--- config.mk ---
export PLATFORM = sky130hd
export DESIGN_NAME = mm_stream
export DESIGN_NICKNAME = d
export VERILOG_FILES = /design/src/rtl/mm_stream.sv
export SDC_FILE = /design/constraint.sdc
export NUM_CORES = 1
export LEC_CHECK = 0
export CELL_PAD_IN_SITES_DETAIL_PLACEMENT = 0
export CELL_PAD_IN_SITES_GLOBAL_PLACEMENT = 2
export CORE_MARGIN = 2
export CORE_UTILIZATION = 52
export CTS_BUF_LIST = sky130_fd_sc_hd__clkbuf_8
export CTS_CLUSTER_SIZE = 25
export DETAILED_ROUTE_END_ITERATION = 16
export PLACE_DENSITY = 0.95
export SYNTH_ARGS = -nofsm -noshare
export SYNTH_HDL_FRONTEND = slang
export SYNTH_SLANG_ARGS = --single-unit
--- constraint.sdc ---
create_clock -name clk -period 12.7 [get_ports clk]
set_clock_uncertainty 0.15 [all_clocks]
set_input_delay 1.27 -clock clk [delete_from_list [all_inputs] [get_ports clk]]
set_output_delay 1.27 -clock clk [all_outputs]
set_load 0.005 [all_outputs]
--- src/rtl/mm_stream.sv ---
// mm_stream -- streaming signed matrix multiplier, C = A * B.
//
// Two matrices are streamed in row-major order, one element per clock while
// busy is low: first A (m x n), then B (n x p). col_end marks the last element
// of a row; col_end together with row_end marks the last element of a matrix.
// Shapes are checked once B is complete. A legal pair produces m*p results in
// row-major order, one every n+1 cycles; an illegal pair produces a single
// pulse with is_legal low. Inputs are ignored (not buffered) while busy.
//
// Parameters:
//   DATA_W  - input element width (signed)
//   MAX_DIM - largest row/column count accepted for either operand (2..16)
//   OUT_W   - result width (signed)
//
// Ports:
//   clk        - clock, rising edge
//   rst        - asynchronous reset, active low
//   in_data    - streamed matrix element
//   col_end    - element is the last of its row
//   row_end    - with col_end, element is the last of its matrix
//   out_data   - result element (0 when valid is low)
//   is_legal   - multiplication legal, qualified by valid
//   change_row - out_data is the last element of a result row
//   valid      - out_data/is_legal/change_row meaningful this cycle
//   busy       - inputs ignored while high
//
// Build option: define MM_STREAM_SATURATE_EN to clamp results to the OUT_W
// signed range; otherwise results wrap to the low OUT_W bits.

module mm_stream #(
    parameter int DATA_W  = 8,
    parameter int MAX_DIM = 4,
    parameter int OUT_W   = 20
) (
    input  logic                     clk,
    input  logic                     rst,
    input  logic signed [DATA_W-1:0] in_data,
    input  logic                     col_end,
    input  logic                     row_end,
    output logic signed [OUT_W-1:0]  out_data,
    output logic                     is_legal,
    output logic                     change_row,
    output logic                     valid,
    output logic                     busy
);

    localparam int IW    = (MAX_DIM > 1) ? $clog2(MAX_DIM) : 1;
    // Counters must represent MAX_DIM+1 so oversize shapes stay detectable.
    localparam int CW    = $clog2(MAX_DIM + 2);
    localparam int ACC_W = 2 * DATA_W + $clog2(MAX_DIM);
    localparam int PW    = 2 * DATA_W;

    localparam logic [CW-1:0] DIM_MAX = CW'(MAX_DIM);
    localparam logic [CW-1:0] DIM_OVF = CW'(MAX_DIM + 1);
    localparam logic [CW-1:0] ONE     = CW'(1);

    typedef enum logic [2:0] {
        READ_A,
        READ_B,
        CHECK,
        MAC,
        OUT,
        ILLEGAL
    } state_t;

    state_t state, state_nxt;

    // Shape tracking for the matrix currently being read
    logic [CW-1:0] col_cnt, row_cnt, first_cols;
    logic          shape_bad;

    // Captured shapes
    logic [CW-1:0] a_rows, a_cols, b_rows, b_cols;
    logic          a_bad, b_bad;

    // Compute indices and accumulator
    logic [CW-1:0]           i_idx, j_idx, k_idx;
    logic signed [ACC_W-1:0] acc;
    logic signed [PW-1:0]    prod;

    logic signed [DATA_W-1:0] a_mem [MAX_DIM][MAX_DIM];
    logic signed [DATA_W-1:0] b_mem [MAX_DIM][MAX_DIM];

    logic          reading, row_done, mat_done, row_bad, mat_bad, legal;
    logic          last_col, last_row, last_k;
    logic [CW-1:0] row_len, rows_now, mat_cols;
    logic signed [OUT_W-1:0] result;

    assign reading  = (state == READ_A) || (state == READ_B);
    assign row_done = reading && col_end;
    assign mat_done = row_done && row_end;

    // Length of the row including the current element, saturating at MAX_DIM+1
    assign row_len  = (col_cnt == DIM_OVF) ? DIM_OVF : col_cnt + ONE;
    assign rows_now = (row_cnt == DIM_OVF) ? DIM_OVF : row_cnt + ONE;
    assign mat_cols = (row_cnt == '0) ? row_len : first_cols;
    assign row_bad  = (row_len > DIM_MAX) || ((row_cnt != '0) && (row_len != first_cols));
    assign mat_bad  = shape_bad || row_bad || (rows_now > DIM_MAX);

    assign legal    = !a_bad && !b_bad && (a_cols == b_rows);
    assign last_k   = (k_idx == a_cols - ONE);
    assign last_col = (j_idx == b_cols - ONE);
    assign last_row = (i_idx == a_rows - ONE);

    assign prod = PW'(a_mem[i_idx[IW-1:0]][k_idx[IW-1:0]]) *
                  PW'(b_mem[k_idx[IW-1:0]][j_idx[IW-1:0]]);

`ifdef MM_STREAM_SATURATE_EN
    localparam int WW = (ACC_W > OUT_W) ? ACC_W : OUT_W;
    localparam logic signed [WW-1:0] SAT_MAX = {{(WW-OUT_W+1){1'b0}}, {(OUT_W-1){1'b1}}};
    localparam logic signed [WW-1:0] SAT_MIN = {{(WW-OUT_W+1){1'b1}}, {(OUT_W-1){1'b0}}};
    logic signed [WW-1:0] acc_ext;

    assign acc_ext = WW'(acc);
    always_comb begin
        if (acc_ext > SAT_MAX)
            result = SAT_MAX[OUT_W-1:0];
        else if (acc_ext < SAT_MIN)
            result = SAT_MIN[OUT_W-1:0];
        else
            result = acc_ext[OUT_W-1:0];
    end
`else
    // Sign-extends when OUT_W is wider than the accumulator, wraps otherwise
    assign result = OUT_W'(acc);
`endif

    // Element storage; out-of-range elements of an oversize matrix are dropped
    always_ff @(posedge clk) begin
        if (reading && (col_cnt < DIM_MAX) && (row_cnt < DIM_MAX)) begin
            if (state == READ_A)
                a_mem[row_cnt[IW-1:0]][col_cnt[IW-1:0]] <= in_data;
            else
                b_mem[row_cnt[IW-1:0]][col_cnt[IW-1:0]] <= in_data;
        end
    end

    always_ff @(posedge clk or negedge rst) begin
        if (!rst)
            state <= READ_A;
        else
            state <= state_nxt;
    end

    always_comb begin
        state_nxt  = state;
        busy       = 1'b1;
        valid      = 1'b0;
        is_legal   = 1'b0;
        change_row = 1'b0;
        out_data   = '0;
        case (state)
            READ_A: begin
                busy = 1'b0;
                if (mat_done)
                    state_nxt = READ_B;
            end
            READ_B: begin
                busy = 1'b0;
                if (mat_done)
                    state_nxt = CHECK;
            end
            CHECK: begin
                state_nxt = legal ? MAC : ILLEGAL;
            end
            MAC: begin
                if (last_k)
                    state_nxt = OUT;
            end
            OUT: begin
                valid      = 1'b1;
                is_legal   = 1'b1;
                change_row = last_col;
                out_data   = result;
                state_nxt  = (last_col && last_row) ? READ_A : MAC;
            end
            ILLEGAL: begin
                valid     = 1'b1;
                state_nxt = READ_A;
            end
            default: state_nxt = READ_A;
        endcase
    end

    always_ff @(posedge clk or negedge rst) begin
        if (!rst) begin
            col_cnt    <= '0;
            row_cnt    <= '0;
            first_cols <= '0;
            shape_bad  <= 1'b0;
            a_rows     <= '0;
            a_cols     <= '0;
            a_bad      <= 1'b0;
            b_rows     <= '0;
            b_cols     <= '0;
            b_bad      <= 1'b0;
            i_idx      <= '0;
            j_idx      <= '0;
            k_idx      <= '0;
            acc        <= '0;
        end else begin
            case (state)
                READ_A, READ_B: begin
                    if (mat_done) begin
                        if (state == READ_A) begin
                            a_rows <= rows_now;
                            a_cols <= mat_cols;
                            a_bad  <= mat_bad;
                        end else begin
                            b_rows <= rows_now;
                            b_cols <= mat_cols;
                            b_bad  <= mat_bad;
                        end
                        col_cnt    <= '0;
                        row_cnt    <= '0;
                        first_cols <= '0;
                        shape_bad  <= 1'b0;
                    end else if (row_done) begin
                        col_cnt <= '0;
                        row_cnt <= rows_now;
                        if (row_cnt == '0)
                            first_cols <= row_len;
                        if (row_bad)
                            shape_bad <= 1'b1;
                    end else begin
                        col_cnt <= row_len;
                    end
                end
                CHECK: begin
                    i_idx <= '0;
                    j_idx <= '0;
                    k_idx <= '0;
                    acc   <= '0;
                end
                MAC: begin
                    acc   <= acc + ACC_W'(prod);
                    k_idx <= k_idx + ONE;
                end
                OUT: begin
                    acc   <= '0;
                    k_idx <= '0;
                    if (last_col) begin
                        j_idx <= '0;
                        i_idx <= i_idx + ONE;
                    end else begin
                        j_idx <= j_idx + ONE;
                    end
                end
                default: ;
            endcase
        end
    end

endmodule

==> impl_results.md <==
* Status: completed
* Number of synthesized flops with an enable pin at roughly 260
* Placer congestion estimate at a little under 0.8
* GRT Total Usage at between 20 and 25%
* Area leader, netlist: edfxtp_1
* Clk root buf: clkbuf_8
* Mapped Area at between 0.015 and 0.02 mm2
* Ys async rst share at 17.42%
* TritonCTS clock tree: yes
* Critical Path Max Stage Delay at approximately 0.81 ns
* Class of the tightest hold or removal check: reg -> reg
* Count leader, synth: edfxtp_1
* Slew Limit Fails at 0
* Via count at 8794
* Worst-margin pin slew at around 1.2 ns
* #FFs+latches synth at 310
* Die W at 179.2 um
* Crit start category: register
* Net Count, Synth at approximately 1200
* Setup TNS at 0 ns
* Sequential area share after synthesis at 56.65%
* IO Count at 36
* Sinks on the clock net at 310
* Row cnt at 64
* Maximum root-to-sink buffer count at 3
* Crit path DAT at roughly 7.6 ns
* Setup repair bufs after CTS at 0
* Adder-cell share of the synthesized area at between 10% and 20%
* Final period util at 57.71%
* Vias in the first global route at approximately 9000
* Final hold vios at 0
* Routed WL per cell at between 20 and 25 um
* Mux contribution to synthesized area at a little under an eighth
* Port-buffer cells at 35
* Fill cells at 2347
* Post-route ant nets at 0
* Slowest CP cell: dfrtp_2
* Maxcap violations at 0
* Area after DPL at ~0.017 mm2
* Initial antenna violation count at 0
* Synth-to-Final Area Change at 9.982%
* Cell mode on critical path: fa_1
* Ys Warns at 0
* XOR/XNOR share of the synthesized area at under 10%
* Final Setup Violations at 0
* Detailed-route DRC error count at 0
* Post-Route WL at around 33 mm
* Largest net degree at the start of global routing at between 50 and 60
* Routed vias/inst at roughly 5.7
* Distinct cells, synth at 65
* CTS Buf Count at 50
* Crit path cell chain: buf_4, mux4_2, mux4_2, and2_1, fa_1, inv_1, fa_1, inv_1, fa_1, fa_1, fa_1, ha_1, o21a_1, a2111oi_2, o21ai_0, a21oi_1, a221o_1, o211ai_1
* Cts repair resizes at 0
* Largest family of logic cells by synthesized area: adder cells
* Unrepaired setup endpoints after global routing: false
* Fin nets at between 1000 and 1500
* H-tree levels at 2
* Relative slew slack at about 22%
* Die height at ~180 um
* Post-Synthesis Cells at 1056
* Fmax at about 0.14 GHz
* 1st-pass router iterations at 5
* Total Die Area at between 0.03 and 0.04 mm2
* Clk pin slew, worst setup/hold paths at 0.06 ns
* CP Max Fanout at 24
* Syn_area_per_cell at between 15 and 20 um2
* Finished Cell Area at between 0.015 and 0.02 mm2
* Synth top area share at about half
* Top cells by count, synth: edfxtp_1 (256), inv_1 (99), fa_1 (80)
* Ant diodes at 0
* Hold_buf cts at 0
* Share of cells above drive strength 1 at 14.02%
* Clock latency on the worst-skew pair at ~0.59 ns
* Crit. End Element: register
* Dominant cells by area after synthesis: edfxtp_1 (48%), mux4_2 (11%), fa_1 (10%)
* Initial core utilization at between 50% and 60%
* WP data required at ~13 ns
* CP Class: reg -> reg
* DRT iter0 DRCs at just under 700
* Detail Placement HPWL at between 20 and 25 mm
* Core Area at 0.03043 mm2
* Predominant post-synthesis flop cell: edfxtp_1
* Simple-gate share of the synthesized area at 6.869%
* Final min period at 7.329 ns
* GRT overflow at 0
* Final core utilization at 57.67%
* Post-synthesis compound-gate area fraction at 5.026%
* First-pass GRT wire length at between 50 and 60 mm
## through the flow
stage	instances	worst slack, ns	hold WS [ns]
2_1_floorplan	1056	6.374	0.2998
5_1_grt	1537	4.882	0.3727
3_3_place_gp	1445	5.381	0.3104
3_5_place_dp	1445	5.317	0.3227
6_report	1537	5.371	0.3282
4_1_cts	1537	5.297	0.3356
## placed cells by master (no fill, tap or decap), types with 5 or more instances in the layout
master           netlist  routed
mux4_2                75      75
xnor2_1               22      22
buf_4                  2       6
o21a_1                10      10
nor3_1                16      16
o31ai_1                5       5
ha_1                  48      48
nand2_1               74      74
a22o_1                10      10
xor2_1                10      10
nand2b_1               6       6
clkdlybuf4s50_1        0      34
fa_1                  80      80
and2_1                32      32
clkbuf_8               0      54
o21ai_0               38      38
nor2_1                58      58
clkinv_1               2      15
edfxtp_1             256     256
nor4_1                 5       5
and3_1                11      11
a21oi_1               18      18
nand3_1                6       6
dfrtp_1               54      51
inv_1                 99     115
## metal layers
metal	GRT usage (%)	routed length, um	share of wire [%]	vias to the layer above
met5	0	0	0	-
met4	6.015	704	2.1	0
met3	3.032	1875	5.7	62
met2	36.27	16490	50	270
met1	30.25	14000	42	4504
li1	-	-	-	3958
## logic make-up (layout without fill, tap and decap cells)
logic type               after synthesis  in the layout
flip-flops                           310            310
buffers and inverters                151            236
AO/OA/AOI/OAI                        120            120
AND/OR/NAND/NOR                      229            229
XOR/XNOR                              33             33
adder cells (fa/ha/maj)              128            128
multiplexers                          85             85
## final timing paths
check,endpoint,slack [ns],start,cells past startpoint
setup / recovery,acc[17]$_DFFE_PN0P_,5.37,k_idx[0]$_DFFE_PN0P_,18
setup reg to reg,acc[17]$_DFFE_PN0P_,5.37,k_idx[0]$_DFFE_PN0P_,18
max in group asynchronous,k_idx[0]$_DFFE_PN0P_,11.18,rst,2
min in group asynchronous,first_cols[0]$_DFFE_PN0P_,0.66,rst,2
hold reg to reg,b_cols[1]$_DFFE_PN0P_,0.33,b_cols[1]$_DFFE_PN0P_,2
hold / removal,b_cols[1]$_DFFE_PN0P_,0.33,b_cols[1]$_DFFE_PN0P_,2
## layout make-up
cell class | instances | area (um2) | share of cell area (%)
flip-flops and latches | 310 | 9042 | 51.53
inverters | 103 | 386.6 | 2.203
well taps | 396 | 495.5 | 2.823
clock inverters | 38 | 227.7 | 1.298
repair buffers | 41 | 390.4 | 2.224
clock buffers | 54 | 743.2 | 4.235
multi-input cells | 595 | 6264 | 35.69
## critical path, delay by kind of cell, from the launching register on
family | cells | cell delay [ns]
adder cells (fa/ha/maj) | 6 | 2.84
AO/OA/AOI/OAI | 6 | 1.38
multiplexers | 2 | 1.16
flip-flops | 1 | 0.81
buffers and inverters | 3 | 0.64
AND/OR/NAND/NOR | 1 | 0.20
Power is not shown: default switching activity piles up to over one toggle a cycle in this logic, so the estimate is an artifact.
